--- config.mk ---
export PLATFORM = sky130hd
export DESIGN_NAME = quarter_round
export DESIGN_NICKNAME = d
export VERILOG_FILES = /design/src/rtl/quarter_round.sv
export SDC_FILE = /design/constraint.sdc
export NUM_CORES = 1
export LEC_CHECK = 0
export BUFFER_PORTS_ARGS = -buffer_cell sky130_fd_sc_hd__buf_4
export CORE_MARGIN = 2
export CORE_UTILIZATION = 40
export CTS_CLUSTER_DIAMETER = 50
export DETAILED_ROUTE_END_ITERATION = 12
export MAX_ROUTING_LAYER = met4
export SYNTH_ARGS = -nofsm -noshare
export SYNTH_HDL_FRONTEND = slang
export SYNTH_SLANG_ARGS = --single-unit
--- constraint.sdc ---
create_clock -name clk -period 2.7 [get_ports clk]
set_input_delay 0.675 -clock clk [delete_from_list [all_inputs] [get_ports clk]]
set_output_delay 0.675 -clock clk [all_outputs]
set_load 0.05 [all_outputs]
--- src/rtl/quarter_round.sv ---
// ChaCha20 quarter round, one ARX step per clock.
// QR_SINGLE_CYCLE_EN: chain all four steps into one cycle.
module quarter_round #(
  parameter int ROT1 = 16,
  parameter int ROT2 = 12,
  parameter int ROT3 = 8,
  parameter int ROT4 = 7
) (
  input  logic        clk,
  input  logic        reset,
  input  logic        start,
  input  logic [31:0] a,
  input  logic [31:0] b,
  input  logic [31:0] c,
  input  logic [31:0] d,
  output logic [31:0] a_out,
  output logic [31:0] b_out,
  output logic [31:0] c_out,
  output logic [31:0] d_out,
  output logic        done
);

  function automatic logic [31:0] rotl(
    input logic [31:0] x,
    input int          r
  );
    return (x << r) | (x >> (32 - r));
  endfunction

  logic [31:0] ao_q, bo_q, co_q, do_q;
  logic [31:0] ao_d, bo_d, co_d, do_d;
  logic        done_q, done_d;

  assign a_out = ao_q;
  assign b_out = bo_q;
  assign c_out = co_q;
  assign d_out = do_q;
  assign done  = done_q;

`ifdef QR_SINGLE_CYCLE_EN

  typedef enum logic {
    IDLE = 1'b0,
    DONE = 1'b1
  } state_e;

  state_e state_q, state_d;

  function automatic logic [127:0] qr_chain(
    input logic [31:0] ia,
    input logic [31:0] ib,
    input logic [31:0] ic,
    input logic [31:0] id
  );
    logic [31:0] wa, wb, wc, wd;
    wa = ia + ib;
    wd = rotl(id ^ wa, ROT1);
    wc = ic + wd;
    wb = rotl(ib ^ wc, ROT2);
    wa = wa + wb;
    wd = rotl(wd ^ wa, ROT3);
    wc = wc + wd;
    wb = rotl(wb ^ wc, ROT4);
    return {wa, wb, wc, wd};
  endfunction

  always_ff @(posedge clk or negedge reset) begin
    if (!reset) state_q <= IDLE;
    else        state_q <= state_d;
  end

  always_comb begin
    state_d = state_q;
    if (start) state_d = DONE;
  end

  always_comb begin
    {ao_d, bo_d, co_d, do_d} = {ao_q, bo_q, co_q, do_q};
    done_d = done_q;
    if (start) begin
      {ao_d, bo_d, co_d, do_d} = qr_chain(a, b, c, d);
      done_d = 1'b1;
    end
  end

`else

  typedef enum logic [2:0] {
    IDLE = 3'd0,
    S1   = 3'd1,
    S2   = 3'd2,
    S3   = 3'd3,
    S4   = 3'd4,
    DONE = 3'd5
  } state_e;

  state_e state_q, state_d;

  logic [31:0] wa_q, wb_q, wc_q, wd_q;
  logic [31:0] wa_d, wb_d, wc_d, wd_d;

  always_ff @(posedge clk or negedge reset) begin
    if (!reset) state_q <= IDLE;
    else        state_q <= state_d;
  end

  always_comb begin
    state_d = state_q;
    unique case (state_q)
      IDLE, DONE: if (start) state_d = S1;
      S1:         state_d = S2;
      S2:         state_d = S3;
      S3:         state_d = S4;
      S4:         state_d = DONE;
      default:    state_d = IDLE;
    endcase
  end

  always_comb begin
    {wa_d, wb_d, wc_d, wd_d} = {wa_q, wb_q, wc_q, wd_q};
    {ao_d, bo_d, co_d, do_d} = {ao_q, bo_q, co_q, do_q};
    done_d = done_q;
    unique case (state_q)
      IDLE, DONE: begin
        if (start) begin
          {wa_d, wb_d, wc_d, wd_d} = {a, b, c, d};
          done_d = 1'b0;
        end
      end
      S1: begin
        wa_d = wa_q + wb_q;
        wd_d = rotl(wd_q ^ wa_d, ROT1);
      end
      S2: begin
        wc_d = wc_q + wd_q;
        wb_d = rotl(wb_q ^ wc_d, ROT2);
      end
      S3: begin
        wa_d = wa_q + wb_q;
        wd_d = rotl(wd_q ^ wa_d, ROT3);
      end
      S4: begin
        wc_d = wc_q + wd_q;
        wb_d = rotl(wb_q ^ wc_d, ROT4);
        {ao_d, bo_d, co_d, do_d} = {wa_q, wb_d, wc_d, wd_q};
        done_d = 1'b1;
      end
      default: ;
    endcase
  end

  always_ff @(posedge clk or negedge reset) begin
    if (!reset) begin
      wa_q <= '0;
      wb_q <= '0;
      wc_q <= '0;
      wd_q <= '0;
    end else begin
      wa_q <= wa_d;
      wb_q <= wb_d;
      wc_q <= wc_d;
      wd_q <= wd_d;
    end
  end

`endif

  always_ff @(posedge clk or negedge reset) begin
    if (!reset) begin
      ao_q   <= '0;
      bo_q   <= '0;
      co_q   <= '0;
      do_q   <= '0;
      done_q <= 1'b0;
    end else begin
      ao_q   <= ao_d;
      bo_q   <= bo_d;
      co_q   <= co_d;
      do_q   <= do_d;
      done_q <= done_d;
    end
  end

endmodule

## Word-level counts from Yosys, hierarchy flattened

Cells that the tools add are included.

| storage, ports and cells | value |
|---|---|
| input port bits | 131 |
| bits in writable memories | 0 |
| register bits after elaboration | 260 |
| bits in latches | 0 |
| memory bits (read-only) | 0 |
| output and inout bits | 129 |
| memories | 0 |

| cells by class | value |
|---|---|
| bitwise gates (word level) | 6 |
| reduce and logical (&&, ||, !) cells | 14 |
| mux-type cells | 12 |
| div/mod/pow operators | 0 |
| multiply operators | 0 |
| equality and inequality tests | 6 |
| $lt $le $gt $ge | 0 |
| add/sub/neg operators | 2 |
| shift operators | 0 |

Operators by type and width:

| operator | number |
|---|---|
| one-hot mux 32 bit (3 select lines) | 2 |
| 2-to-1 mux 32 bit | 4 |
| one-hot mux 32 bit (2 select lines) | 2 |
| adder 32 bit | 2 |
| XOR 32 bit | 2 |
| OR 32 x 12 -> 32 bit | 1 |
| OR 32 x 16 -> 32 bit | 1 |
| OR 32 x 7 -> 32 bit | 1 |
| OR 32 x 8 -> 32 bit | 1 |
| one-hot mux 3 bit (5 select lines) | 1 |
| AND reduction 2 bit | 5 |
| == test 3 x 2 -> 1 bit (second input constant) | 2 |
| == test 3 bit (second input constant) | 2 |
| nonzero test 2 bit | 3 |
| nonzero test 3 bit | 2 |
| OR reduction 2 bit | 3 |
| == test 3 x 1 -> 1 bit (second input constant) | 1 |
| zero test 3 bit | 1 |
| 2-to-1 mux 3 bit | 1 |
| != test 2 bit (second input constant) | 1 |
| one-hot mux 1 bit (2 select lines) | 1 |
| 2-to-1 mux 1 bit | 1 |

## Depth between registers and ports, before layout

| depth | value |
|---|---|
| word-level depth | 4 |
| gate-level depth with buffers | 12 |
| gate-level depth less buffers | 12 |

## Worst setup path before layout

No wires, ideal clock.

| path | value |
|---|---|
| kind | register to register |
| start point | register wd_q[0] |
| end point | register wb_q[31] |
| cell stages (with the launch flop) | 12 |
| arrival time | 2.731 ns |
| path slack | -0.157 ns |
| buffers on the path | 0 |
| library setup time | 0.126 ns |
| clock period less this slack | 2.857 ns |
| path through | dfrtp_1 ha_1 fa_1 a211oi_2 o21a_2 a21oi_1 o31a_1 a211oi_2 xnor2_1 xor2_1 and2_1 o32a_1 |

| on the way | value |
|---|---|
| word-level cells in the longest chain between the ends | 4 |

RTL lines:

| what | line | source |
|---|---|---|
| start: declaration | 99 | `logic [31:0] wa_q, wb_q, wc_q, wd_q;` |
| start signal: assignment | 162 | `wd_q <= wd_d;` |
| adder 32 bit (*) | 135, 143 |  |
| XOR 32 bit (*) | 136, 144 |  |
| OR 32 x 7 -> 32 bit or OR 32 x 12 -> 32 bit (tied branches) | 27 | `return (x << r) \| (x >> (32 - r));` |
| one-hot mux 32 bit (3 select lines) (*) | 123 | `unique case (state_q)` |
| end signal: assignment | 160 | `wb_q <= wb_d;` |
| end: declaration | 99 |  |

Mark *: on every way between the ends. The rest lies on a longest branch, timed or not.
A chain may end at the register's enable or synchronous reset.

## Worst setup path after layout

| path | value |
|---|---|
| start point | register wd_q[9] |
| end point | register wb_q[1] |

The elaborated chain is that of the path after synthesis.

==> reports/qor.log <==
INFO  outcome        status=complete, but fails checks
INFO  outcome        violations=setup timing
INFO  yosys          synth_largest_type_area_fraction=0.432
INFO  critical_path  r2r.worst_path.cells=11
INFO  timing         maxSlewViolCount=0
INFO  placement      dp_hpwl=53.1mm
INFO  timing         slew-limit-headroom=0.597
INFO  placement      postPlaceCellArea=20500µm²
INFO  run            maxCapViolations=0
INFO  critical_path  worst-endpoint-required=3110ps
INFO  timing         peak_freq=313MHz
INFO  finish         num-nets-final=2679
INFO  route          met2_wirelength=33.4mm
INFO  critical_path  critical_path_peak_fanout=4
INFO  floorplan      io_pins=260
INFO  yosys          post_synth_inst_count=1814
INFO  floorplan      die_w=198µm
INFO  critical_path  end_kind=flip-flop
INFO  critical_path  worst-r2r-setup-slack=-500ps
INFO  global_route   grt_max_degree=108
INFO  finish         finalInstanceArea=25300µm²
INFO  clocking       tritoncts=yes
INFO  critical_path  worstSetupStartpointType=flip-flop
INFO  timing         rsz0062_at_grt=yes
INFO  route          drc=0
INFO  floorplan      core-area=37400µm²
INFO  worst_hold_path hold_removal_path_class=in2async
INFO  critical_path  path_cells=ha_4, nand2_2, a2111oi_4, o21ai_4, buf_6, o21ai_4, a21oi_2, xor2_2, xor2_2, nor2_1, o32a_1
INFO  critical_path  critical_path_buf_inv_count=1
INFO  yosys          yosys_warnings=0
INFO  timing         min_period_over_period=1.19
INFO  route          drt-total-wl=72.2mm
INFO  clocking       clock_sink_count=260
INFO  critical_path  worst-setup-path-type=reg2reg
INFO  floorplan      floorplan.die_area=39300µm²
INFO  timing         finalWorstPathRequiredPeriod=3200ps
INFO  route          detail_route.iter0.violations=1163
INFO  yosys          proportion_of_synthesized_chip_area_in_sequential_cells=0.432
INFO  global_route   grt_pass1_wl=105mm
INFO  clocking       ctsLongestPathBuffers=3
INFO  route          dr_wl_met3=4.93mm
INFO  clocking       cts_buffers=38
INFO  critical_path  worst_stage_delay_on_the_critical_path=490ps
INFO  route          dr.pass1.iters=5
INFO  route          highest_layer=met4
INFO  yosys          netlist-cell-type-count=70
INFO  route          post_drt_wl_per_cell=23.8µm
INFO  route          drt-met1-wl=30.5mm
INFO  critical_path  setup.worst_path.end=wb_q[1]$_DFFE_PN0P_
INFO  critical_path  regToRegStartpoint=wd_q[9]$_DFFE_PN0P_
INFO  clocking       htree_num_levels=2
INFO  clocking       clk_pin_slew_worst_paths=60ps
INFO  floorplan      initial_core_util=0.403
INFO  floorplan      rows=71
INFO  yosys          yosysTopAreaCell=sky130_fd_sc_hd__dfrtp_1
INFO  clocking       holdBufCountCts=0
INFO  global_route   globalRoute.totalOverflow=0
INFO  global_route   grt_antenna_before_repair=2
INFO  route          vias_per_cell=5.52
INFO  yosys          syn_area=15100µm²
INFO  critical_path  critical_path_cell_count=11
INFO  finish         share_of_final_layout_standard_cells_stronger_than_drive_strength_1=0.463
INFO  yosys          synthTopCellsByArea=sky130_fd_sc_hd__dfrtp_1, sky130_fd_sc_hd__nand2_1, sky130_fd_sc_hd__ha_1
INFO  critical_path  crit_path_top_delay_cell=sky130_fd_sc_hd__dfrtp_2
INFO  timing         final_hold_viol_count=0
INFO  yosys          synth_flop_cell=sky130_fd_sc_hd__dfrtp_1
INFO  timing         worstMarginPinSlew=604ps
INFO  placement      place.gp.congestion=1.00
INFO  yosys          synthesis.nets=2009
INFO  yosys          cell_with_the_most_instances_after_synthesis=sky130_fd_sc_hd__nand2_1
INFO  critical_path  critical-path-top-delay-family=compound AO/OA/AOI/OAI gates
INFO  yosys          ys_seq_elements=260
INFO  critical_path  worst-endpoint-arrival=3610ps
INFO  route          route.vias.total=16712
INFO  yosys          edff_count_synth=0
INFO  yosys          synth-async-reset-ratio=1.00
INFO  timing         final.setup_skew=28.0ps
INFO  critical_path  startpoint=wd_q[9]$_DFFE_PN0P_
INFO  critical_path  critical_path.reg2reg.endpoint=wb_q[1]$_DFFE_PN0P_
INFO  yosys          syn_area_per_cell=8.31µm²
INFO  global_route   first_global_vias=16853
INFO  timing         final_setup_violation_count=95
INFO  finish         fin_util=0.676
INFO  clocking       clk-insertion-delay-late=570ps
INFO  yosys          synth_common_cells=sky130_fd_sc_hd__nand2_1, sky130_fd_sc_hd__dfrtp_1, sky130_fd_sc_hd__nor2_1
INFO  timing         final.setup.worst_slack=-500ps
INFO  route          antenna_violating_nets_post_route=0
INFO  clocking       ctsRootBufferMaster=sky130_fd_sc_hd__clkbuf_16
INFO  floorplan      die_height=198µm
INFO  global_route   track_usage=0.374
INFO  finish         synth_to_layout_area_growth=67.7%
INFO  placement      io_buffers=259
registers in the layout, summed over array words and instances, names as in the netlist:
register	count
wb_q	32
wc_q	32
wd_q	32
a_out	32
b_out	32
wa_q	32
done	1
state_q	3
d_out	32
c_out	32
kinds of logic (layout without fill, tap and decap cells):
kind of cell	count (synthesis)	count (layout)	synth area share
buf+inv	137	837	0.0351
other cells	0	1	0
fa+ha+maj	64	64	0.0541
xor+xnor	126	126	0.0780
compound gates	454	454	0.191
flops	260	260	0.432
simple gates	770	770	0.208
mux	3	3	0.00199
layout by cell type (no fill, tap or decap), drive strengths merged, types with 6 or more instances in the layout:
cell type	synthesis	layout
a211oi	18	18
a21o	26	26
a21oi	146	146
a221oi	20	20
a22oi	9	9
a31oi	56	56
and3	20	20
buf	15	747
clkbuf	102	52
clkinv	0	7
dfrtp	260	260
ha	62	62
inv	20	26
nand2	510	510
nand3	21	21
nand4	20	20
nor2	152	152
nor2b	6	6
nor3	13	13
o2111ai	6	6
o211ai	8	8
o21a	15	15
o21ai	93	93
o21bai	9	9
o221ai	10	10
o22ai	6	6
or3	8	8
xnor2	61	61
xor2	61	61
per-stage QoR:
stage                     worst slack [ps]  hold slack (ps)  std cells  setup TNS [ps]
after floorplan                      -47.8              379       1814           -47.8
after global placement               -1180              458       2887          -38140
after detailed placement             -1120              464       2887          -38400
after CTS                             -465             51.1       3003          -12390
after global routing                  -538             80.8       3025          -24490
final                                 -500             54.8       3026          -18110
per-layer routing:
metal / GRT usage / vias up
met1: 0.493 / 8188
li1: - / 7576
met2: 0.573 / 778
met4: 0.167 / 0
met3: 0.0545 / 170
met5: - / -
worst min-delay path by stage:
stage,end,slack [ps],cells after the start
floorplan,a_out[0]$_DFFE_PN0P_,380,0
global placement,a_out[3]$_DFFE_PN0P_,460,2
detailed placement,a_out[15]$_DFFE_PN0P_,460,2
CTS,a_out[12]$_DFFE_PN0P_,50,1
global route,wa_q[9]$_DFFE_PN0P_,80,1
finish,a_out[12]$_DFFE_PN0P_,50,1
final cells by class:
type / count / area (µm²)
antenna: 1 / 2.50
fill: 3004 / 12100
sequential: 260 / 6520
tap: 511 / 639
multi-input combinational: 1417 / 10800
inverter: 20 / 75.1
timing repair buffer: 747 / 5980
clock buffer: 52 / 1080
clock inverter: 18 / 214
timing repair:
action / in CTS / in global routing
pin swaps: 123 / 142
resized for setup: 368 / 179
setup endpoints to repair: 133 / 128
buffers inserted: 64 / 30
Power is left out: the tool's default activity adds up to more than one toggle a clock period on the data nets, which glitch-free logic cannot reach.
